### config.mk
export PLATFORM = sky130hd
export DESIGN_NAME = countdown_timer
export DESIGN_NICKNAME = d
export VERILOG_FILES = /design/src/rtl/countdown_pkg.sv /design/src/rtl/tick_prescaler.sv /design/src/rtl/countdown_timer.sv
export SDC_FILE = /design/constraint.sdc
export NUM_CORES = 1
export LEC_CHECK = 0
export ABC_AREA = 1
export CAP_MARGIN = 5
export CORE_MARGIN = 1
export CORE_UTILIZATION = 45
export CTS_CLUSTER_DIAMETER = 30
export DETAILED_ROUTE_END_ITERATION = 16
export GPL_ROUTABILITY_DRIVEN = 0
export PLACE_DENSITY = 0.69
export REMOVE_ABC_BUFFERS = 1
export SYNTH_ARGS = -nofsm -noshare
export SYNTH_HDL_FRONTEND = slang
export SYNTH_SLANG_ARGS = --single-unit
### constraint.sdc
create_clock -name clk_i -period 3.2 [get_ports clk_i]
set_input_delay 0.96 -clock clk_i [delete_from_list [all_inputs] [get_ports clk_i]]
set_output_delay 0.96 -clock clk_i [all_outputs]
set_load 0.02 [all_outputs]
### src/rtl/countdown_pkg.sv
`default_nettype none
// ============================================================================
//  Module      : countdown_pkg
//  Description : Shared types and helpers for the BCD countdown timer.
//                Holds the digit maxima, the FSM state encoding, the 36-bit
//                packed-BCD time type and the per-digit clamp helper.
//  Optional    : COUNTDOWN_AUTO_RELOAD_EN (used by countdown_timer only)
//  Revision    : 1.0  initial release
// ============================================================================
package countdown_pkg;

    localparam logic [3:0] DIG_MAX_9  = 4'd9;
    localparam logic [3:0] DIG_MAX_5  = 4'd5;
    localparam int         NUM_DIGITS = 9;

    // Packed BCD, LSB first: ms(3 digits), s(2), m(2), h(2)
    typedef logic [35:0] bcd_time_t;

    typedef enum logic [1:0] {
        IDLE    = 2'd0,
        RUN     = 2'd1,
        PAUSE   = 2'd2,
        EXPIRED = 2'd3
    } state_t;

    // Tens of seconds (digit 4) and tens of minutes (digit 6) stop at 5.
    function automatic logic [3:0] digit_max(input int idx);
        return ((idx == 4) || (idx == 6)) ? DIG_MAX_5 : DIG_MAX_9;
    endfunction

    // Saturate every digit to its own maximum so a bad preset can never
    // produce a non-BCD value on the display path.
    function automatic bcd_time_t clamp_bcd(input bcd_time_t t);
        bcd_time_t r;
        r = t;
        for (int i = 0; i < NUM_DIGITS; i++) begin
            if (t[i*4 +: 4] > digit_max(i)) begin
                r[i*4 +: 4] = digit_max(i);
            end
        end
        return r;
    endfunction

endpackage

`default_nettype wire

### src/rtl/tick_prescaler.sv
`default_nettype none
// ============================================================================
//  Module      : tick_prescaler
//  Description : Counts enabled clock cycles modulo CLKS_PER_TICK and emits a
//                one-cycle tick on the cycle whose edge wraps the count to 0.
//                Synchronous clear; a paused (disabled) count is held.
//  Ports       : clk_i   - clock
//                resetn  - synchronous reset, active-low
//                i_en    - count enable
//                i_clr   - synchronous clear (wins over enable)
//                o_tick  - high in the cycle whose edge completes a period
//  Revision    : 1.0  initial release
// ============================================================================
module tick_prescaler #(
    parameter int CLKS_PER_TICK = 100000,
    parameter int TICK_W        = 17
) (
    input  logic clk_i,
    input  logic resetn,
    input  logic i_en,
    input  logic i_clr,
    output logic o_tick
);

    localparam logic [TICK_W-1:0] c_last = TICK_W'(CLKS_PER_TICK - 1);

    logic [TICK_W-1:0] r_count;
    logic              w_at_last;

    assign w_at_last = (r_count == c_last);

    // The tick is combinational so the consumer acts on the same edge that
    // wraps the counter.
    assign o_tick = i_en && !i_clr && w_at_last;

    always_ff @(posedge clk_i) begin
        if (!resetn) begin
            r_count <= '0;
        end else if (i_clr) begin
            r_count <= '0;
        end else if (i_en) begin
            r_count <= w_at_last ? '0 : r_count + 1'b1;
        end
    end

endmodule

`default_nettype wire

### src/rtl/countdown_timer.sv
`default_nettype none
// ============================================================================
//  Module      : countdown_timer
//  Description : HH:MM:SS.mmm packed-BCD countdown timer. Loads a preset,
//                decrements once per CLKS_PER_TICK cycles while running and
//                flags expiry on reaching zero.
//  Optional    : COUNTDOWN_AUTO_RELOAD_EN - on reaching zero reload the last
//                loaded preset and keep running (periodic timer).
//  Ports       : clk_i      - clock
//                resetn     - synchronous reset, active-low
//                load_i     - load time_i (clamped) and go idle
//                time_i     - 36-bit packed-BCD preset
//                start_i    - start / resume
//                stop_i     - pause; acknowledge when expired
//                time_o     - remaining time, packed BCD
//                running_o  - high while counting
//                done_o     - one-cycle pulse on reaching zero
//                expired_o  - high while expired
//  Revision    : 1.0  initial release
// ============================================================================
module countdown_timer
    import countdown_pkg::*;
#(
    parameter int CLKS_PER_TICK = 100000,
    parameter int TICK_W        = 17
) (
    input  logic        clk_i,
    input  logic        resetn,
    input  logic        load_i,
    input  logic [35:0] time_i,
    input  logic        start_i,
    input  logic        stop_i,
    output logic [35:0] time_o,
    output logic        running_o,
    output logic        done_o,
    output logic        expired_o
);

    state_t    r_state;
    bcd_time_t r_time;
    logic      r_running;
    logic      r_done;
    logic      r_expired;
`ifdef COUNTDOWN_AUTO_RELOAD_EN
    bcd_time_t r_reload;
`endif

    bcd_time_t w_time_load;
    bcd_time_t w_time_dec;
    logic      w_dec_zero;
    logic      w_tick;
    logic      w_presc_en;
    logic      w_presc_clr;
    logic      w_idle_start;

    // Ripple-borrow from the ms ones digit upwards; a 0 digit wraps to its
    // maximum and passes the borrow on.
    function automatic bcd_time_t bcd_decrement(input bcd_time_t t);
        bcd_time_t r;
        logic      borrow;
        r      = t;
        borrow = 1'b1;
        for (int i = 0; i < NUM_DIGITS; i++) begin
            if (borrow) begin
                if (t[i*4 +: 4] == 4'd0) begin
                    r[i*4 +: 4] = digit_max(i);
                end else begin
                    r[i*4 +: 4] = t[i*4 +: 4] - 4'd1;
                    borrow      = 1'b0;
                end
            end
        end
        return r;
    endfunction

    assign w_time_load  = clamp_bcd(time_i);
    assign w_time_dec   = bcd_decrement(r_time);
    assign w_dec_zero   = (w_time_dec == '0);

    // stop_i outranks start_i, so a simultaneous stop blocks the start.
    assign w_idle_start = (r_state == IDLE) && start_i && !stop_i && (r_time != '0);

    // The prescaler keeps counting on a stop edge so a partial period is
    // preserved exactly across pause/resume.
    assign w_presc_en   = (r_state == RUN) && !load_i;
    assign w_presc_clr  = load_i || w_idle_start;

    tick_prescaler #(
        .CLKS_PER_TICK (CLKS_PER_TICK),
        .TICK_W        (TICK_W)
    ) u_prescaler (
        .clk_i  (clk_i),
        .resetn (resetn),
        .i_en   (w_presc_en),
        .i_clr  (w_presc_clr),
        .o_tick (w_tick)
    );

    always_ff @(posedge clk_i) begin
        if (!resetn) begin
            r_state   <= IDLE;
            r_time    <= '0;
            r_running <= 1'b0;
            r_done    <= 1'b0;
            r_expired <= 1'b0;
`ifdef COUNTDOWN_AUTO_RELOAD_EN
            r_reload  <= '0;
`endif
        end else begin
            r_done <= 1'b0;
            if (load_i) begin
                r_time    <= w_time_load;
`ifdef COUNTDOWN_AUTO_RELOAD_EN
                r_reload  <= w_time_load;
`endif
                r_state   <= IDLE;
                r_running <= 1'b0;
                r_expired <= 1'b0;
            end else begin
                case (r_state)
                    IDLE: begin
                        if (w_idle_start) begin
                            r_state   <= RUN;
                            r_running <= 1'b1;
                        end
                    end

                    RUN: begin
                        // A tick landing on the stop edge still counts, so
                        // no elapsed millisecond is ever lost.
                        if (w_tick) begin
                            if (w_dec_zero) begin
                                r_done <= 1'b1;
`ifdef COUNTDOWN_AUTO_RELOAD_EN
                                r_time <= r_reload;
`else
                                r_time <= '0;
`endif
                            end else begin
                                r_time <= w_time_dec;
                            end
                        end
`ifdef COUNTDOWN_AUTO_RELOAD_EN
                        if (stop_i) begin
                            r_state   <= PAUSE;
                            r_running <= 1'b0;
                        end
`else
                        if (w_tick && w_dec_zero) begin
                            r_state   <= EXPIRED;
                            r_expired <= 1'b1;
                            r_running <= 1'b0;
                        end else if (stop_i) begin
                            r_state   <= PAUSE;
                            r_running <= 1'b0;
                        end
`endif
                    end

                    PAUSE: begin
                        if (!stop_i && start_i) begin
                            r_state   <= RUN;
                            r_running <= 1'b1;
                        end
                    end

                    EXPIRED: begin
                        // start_i is deliberately ignored until acknowledged.
                        if (stop_i) begin
                            r_state   <= IDLE;
                            r_time    <= '0;
                            r_expired <= 1'b0;
                        end
                    end

                    default: begin
                        r_state   <= IDLE;
                        r_running <= 1'b0;
                    end
                endcase
            end
        end
    end

    assign time_o    = r_time;
    assign running_o = r_running;
    assign done_o    = r_done;
    assign expired_o = r_expired;

endmodule

`default_nettype wire
==> summary.md, run 1 <==
| Metric | Value |
|---|---|
| Row count | `33` |
| Place WS | `0.123 ns` |
| CP Class | `primary input to flip-flop` |
| TritonCTS Buffers | `9` |
| Status | `complete, no violations` |
| Post-CTS resize count | `0` |
| CP required | `3.45 ns` |
| Clock-pin slew on the worst setup and hold paths | `0.07 ns` |
| Post-Syn Area | `0.00383 mm²` |
| Clk buf depth | `2` |
| Placed insts | `757` |
| RSZ-0062 raised after global routing | `false` |
| Post-route ant nets | `0` |
| Synth unique cells | `48` |
| Clk_skew | `0.00852 ns` |
| CP arrival | `3.04 ns` |
| Setup crit end kind | `flip-flop` |
| Number of hold buffers added after CTS | `0` |
| Root buffer cell | `clkbuf_8` |
| Final number of max-transition violations | `0` |
| Post-Route WL | `11.1 mm` |
| Worst hold path class | `flip-flop to flip-flop` |
| Grt met1 use | `34.5%` |
| Die width | `94.2 µm` |
| Fmax | `359 MHz` |
| Crit start category | `primary input` |
| Final period util | `87.1%` |
| I/O pin cnt | `80` |
| First-pass GRT wire length | `18.1 mm` |
| Busiest grt layer | `met2` |
| Non-filler cells, final | `773` |
| Initial core utilization | `46.6%` |
| Number of clock sinks | `58` |
| Max_cap viols | `0` |
| Final net count | `705` |
| Final setup vio count | `0` |
| Diode count | `0` |
| Slew margin rel. | `67.9%` |
| Minimum clock period | `2.79 ns` |
| Worst path cell trace | `clkdlybuf4s50_1 > nor2_4 > inv_2 > nor4_4 > nand4_1 > nor3_2 > nand3_1 > nor2_1 > nand3_1 > a211oi_1` |
| Final Hold Viols | `0` |
| Via count | `4,180` |
| Final WS setup | `0.413 ns` |
| Initial DRT Pass Iterations | `5` |
| Crit path max-delay family | `simple AND/OR/NAND/NOR gates` |
| Avg Inst Size Synth | `6.59 µm²` |
| CP most frequent cell | `nand3_1` |
| LEAKAGE | `2.01 nW` |
| PwrDens | `403 mW/mm²` |
| Die H | `94.2 µm` |
| Layout cell share with drive strength beyond 1 | `9.73%` |
| Area growth from synthesis to final layout | `28.8%` |
| Initial antenna violation count | `0` |
| Slowest stage delay, CP | `0.48 ns` |
| Register area share after synthesis | `30.3%` |
| Worst-margin pin slew | `0.481 ns` |
| Max VDD drop | `327 µV` |
| Largest net degree at the start of global routing | `28` |
| CP max FO | `5` |
| DRT iter0 DRCs | `221` |
| Final setup TNS | `0 ns` |
| Core area | `0.00822 mm²` |
| Number of global-route vias before repair | `3,947` |
| Fill cells | `795` |
| CTS tree | `done` |
| Port buffer count | `79` |
| M3 GR Usage | `4.37%` |
| Clock Latency Late Sink | `0.34 ns` |
| Worst hold slack | `0.458 ns` |
| Post-Synthesis Cells | `581` |
| DP Wirelength | `8.19 mm` |
| Die ar. | `0.00888 mm²` |
| GR Overflow Total | `0` |
| DR WL/cell | `14.3 µm` |
| Synth warn | `0` |
| Post-CTS Setup Bufs | `0` |
| Total GRT Usage | `26.0%` |
| H-Tree Depth | `3` |
| Buf/Inv on CP | `2` |
| GR Layer Usage met2 | `41.1%` |
| Yosys reg bits | `58` |
| DRC viols | `0` |
| Vias per cell | `5.41` |
| Critical Path Slowest Stage Cell | `clkdlybuf4s50_1` |
## routing by layer
layer  part of all wire (%)  routed length [µm]  vias up
met1                     47                5160     1903
li1                       -                   -     2109
met2                     46                5090      144
met4                    2.0                 224        0
met3                    5.4                 600       24
met5                      0                   0        -
## metrics by stage
stage          utilization, %  cell area [µm²]  total power, mW
2_1_floorplan               -             3760             1.13
3_3_place_gp             57.8             4750             1.33
3_5_place_dp             57.8             4750             1.33
4_1_cts                  60.0             4930             1.99
5_1_grt                  60.0             4930             2.09
6_report                 60.0             4930             1.99
## cells in the mapped netlist (all sizes together)
cell       n  share of area [%]
a211oi     2               0.39
a21oi     37                4.8
a221oi     5                1.1
a31oi     18                2.9
a32o       2               0.52
a32oi      7                1.6
a41oi      1               0.23
and3       2               0.33
buf        4               0.56
clkbuf    12                1.2
clkinv     1              0.098
dfxtp     58                 30
ha         1               0.33
inv       74                7.3
nand2    149                 16
nand3     32                4.8
nand3b     2               0.39
nand4     13                2.1
nor2      80                 11
nor3      11                1.6
nor3b      1               0.20
nor4       7                1.7
o2111ai    1               0.39
o211ai     3               0.59
o21a       2               0.39
o21ai     36                4.7
o21bai     3               0.59
o221ai     1               0.23
o32a       1               0.26
o32ai      1               0.23
or2        3               0.49
xnor2      2               0.46
xor2       9                2.1
## flip-flops by register name, indices dropped and copies added (netlist names)
signal               flops
time_o                  36
u_prescaler.r_count     17
expired_o                1
running_o                1
done_o                   1
r_state                  2
## final timing paths
path	startpoint	end	slack, ns	cells past startpoint
max	load_i	u_prescaler.r_count[15]	0.41	10
min	running_o	running_o	0.46	2
max reg2reg	time_o[0]	r_state[0]	0.61	16
min reg2reg	running_o	running_o	0.46	2
## power breakdown
| part | switching, mW | internal [mW] |
|---|---|---|
| Sequential | 0.0500 | 0.755 |
| Combinational | 0.304 | 0.214 |
| Clock | 0.310 | 0.354 |
## logic make-up after synthesis
| group | share of synthesized area, % |
|---|---|
| and+or+nand+nor | 38.7 |
| AOI/OAI and AO/OA | 19.1 |
| buffers and inverters | 9.08 |
| DFF | 30.3 |
| xor gates and xnor gates | 2.52 |
| adders and majority gates | 0.327 |
## cell usage in the layout, fill, tap and decap left out, types with 2 or more instances in the layout
cell type        count
nand2_1            139
and3_1               2
a32o_1               2
inv_2                3
a21oi_1             37
clkbuf_8             9
nor3_1              10
nand3_1             29
inv_1               71
nand4_1             13
or2_2                2
o21ai_0             33
nand2_4              4
nand3_2              2
o21a_1               2
a221oi_1             5
nor2_1              60
nand3b_1             2
nor2_8               3
o21ai_1              3
buf_4                8
xor2_1               9
o21bai_1             3
nor2_4               9
o211ai_1             3
clkinv_2             4
a31oi_1             18
xnor2_1              2
a211oi_1             2
nor4_1               5
clkdlybuf4s50_1     79
a32oi_1              7
dfxtp_1             58
nand2_2              6
nor2_2               8
## area by class of cell
| type | count | area (µm²) | share of cell area (%) |
|---|---|---|---|
| clock buffers | 10 | 128 | 2.59 |
| inverters | 75 | 282 | 5.71 |
| clock inverters | 6 | 57.6 | 1.17 |
| multi-input cells | 432 | 2320 | 47.1 |
| well taps | 105 | 131 | 2.66 |
| flip-flops and latches | 58 | 1160 | 23.5 |
| repair buffers | 87 | 851 | 17.3 |
## tightest hold or removal path, delay by kind of cell, from the launching register on
kind / cells / cell delay, ns
AO/OA/AOI/OAI: 1 / 0.05
buffers and inverters: 1 / 0.05
flip-flops: 1 / 0.32
Power figures use the tool's default switching activity.
==> run 2, diff against run 1 <==
--- a/config.mk
+++ b/config.mk
@@ -7,7 +7,6 @@
 export LEC_CHECK = 0
 export ABC_AREA = 1
 export CAP_MARGIN = 5
-export CORE_MARGIN = 1
 export CORE_UTILIZATION = 45
 export CTS_CLUSTER_DIAMETER = 30
 export DETAILED_ROUTE_END_ITERATION = 16
==> results of run 2 <==
Same layout as run 1: the final DEF is identical, and so are final timing and power.
==> run 3, diff against run 2 <==
--- a/config.mk
+++ b/config.mk
@@ -9,10 +9,12 @@
 export CAP_MARGIN = 5
 export CORE_UTILIZATION = 45
 export CTS_CLUSTER_DIAMETER = 30
+export CTS_CLUSTER_SIZE = 10
 export DETAILED_ROUTE_END_ITERATION = 16
 export GPL_ROUTABILITY_DRIVEN = 0
 export PLACE_DENSITY = 0.69
 export REMOVE_ABC_BUFFERS = 1
+export SLEW_MARGIN = 20
 export SYNTH_ARGS = -nofsm -noshare
 export SYNTH_HDL_FRONTEND = slang
 export SYNTH_SLANG_ARGS = --single-unit
==> results of run 3 <==
Same layout as run 1: the final DEF is identical, and so are final timing and power.
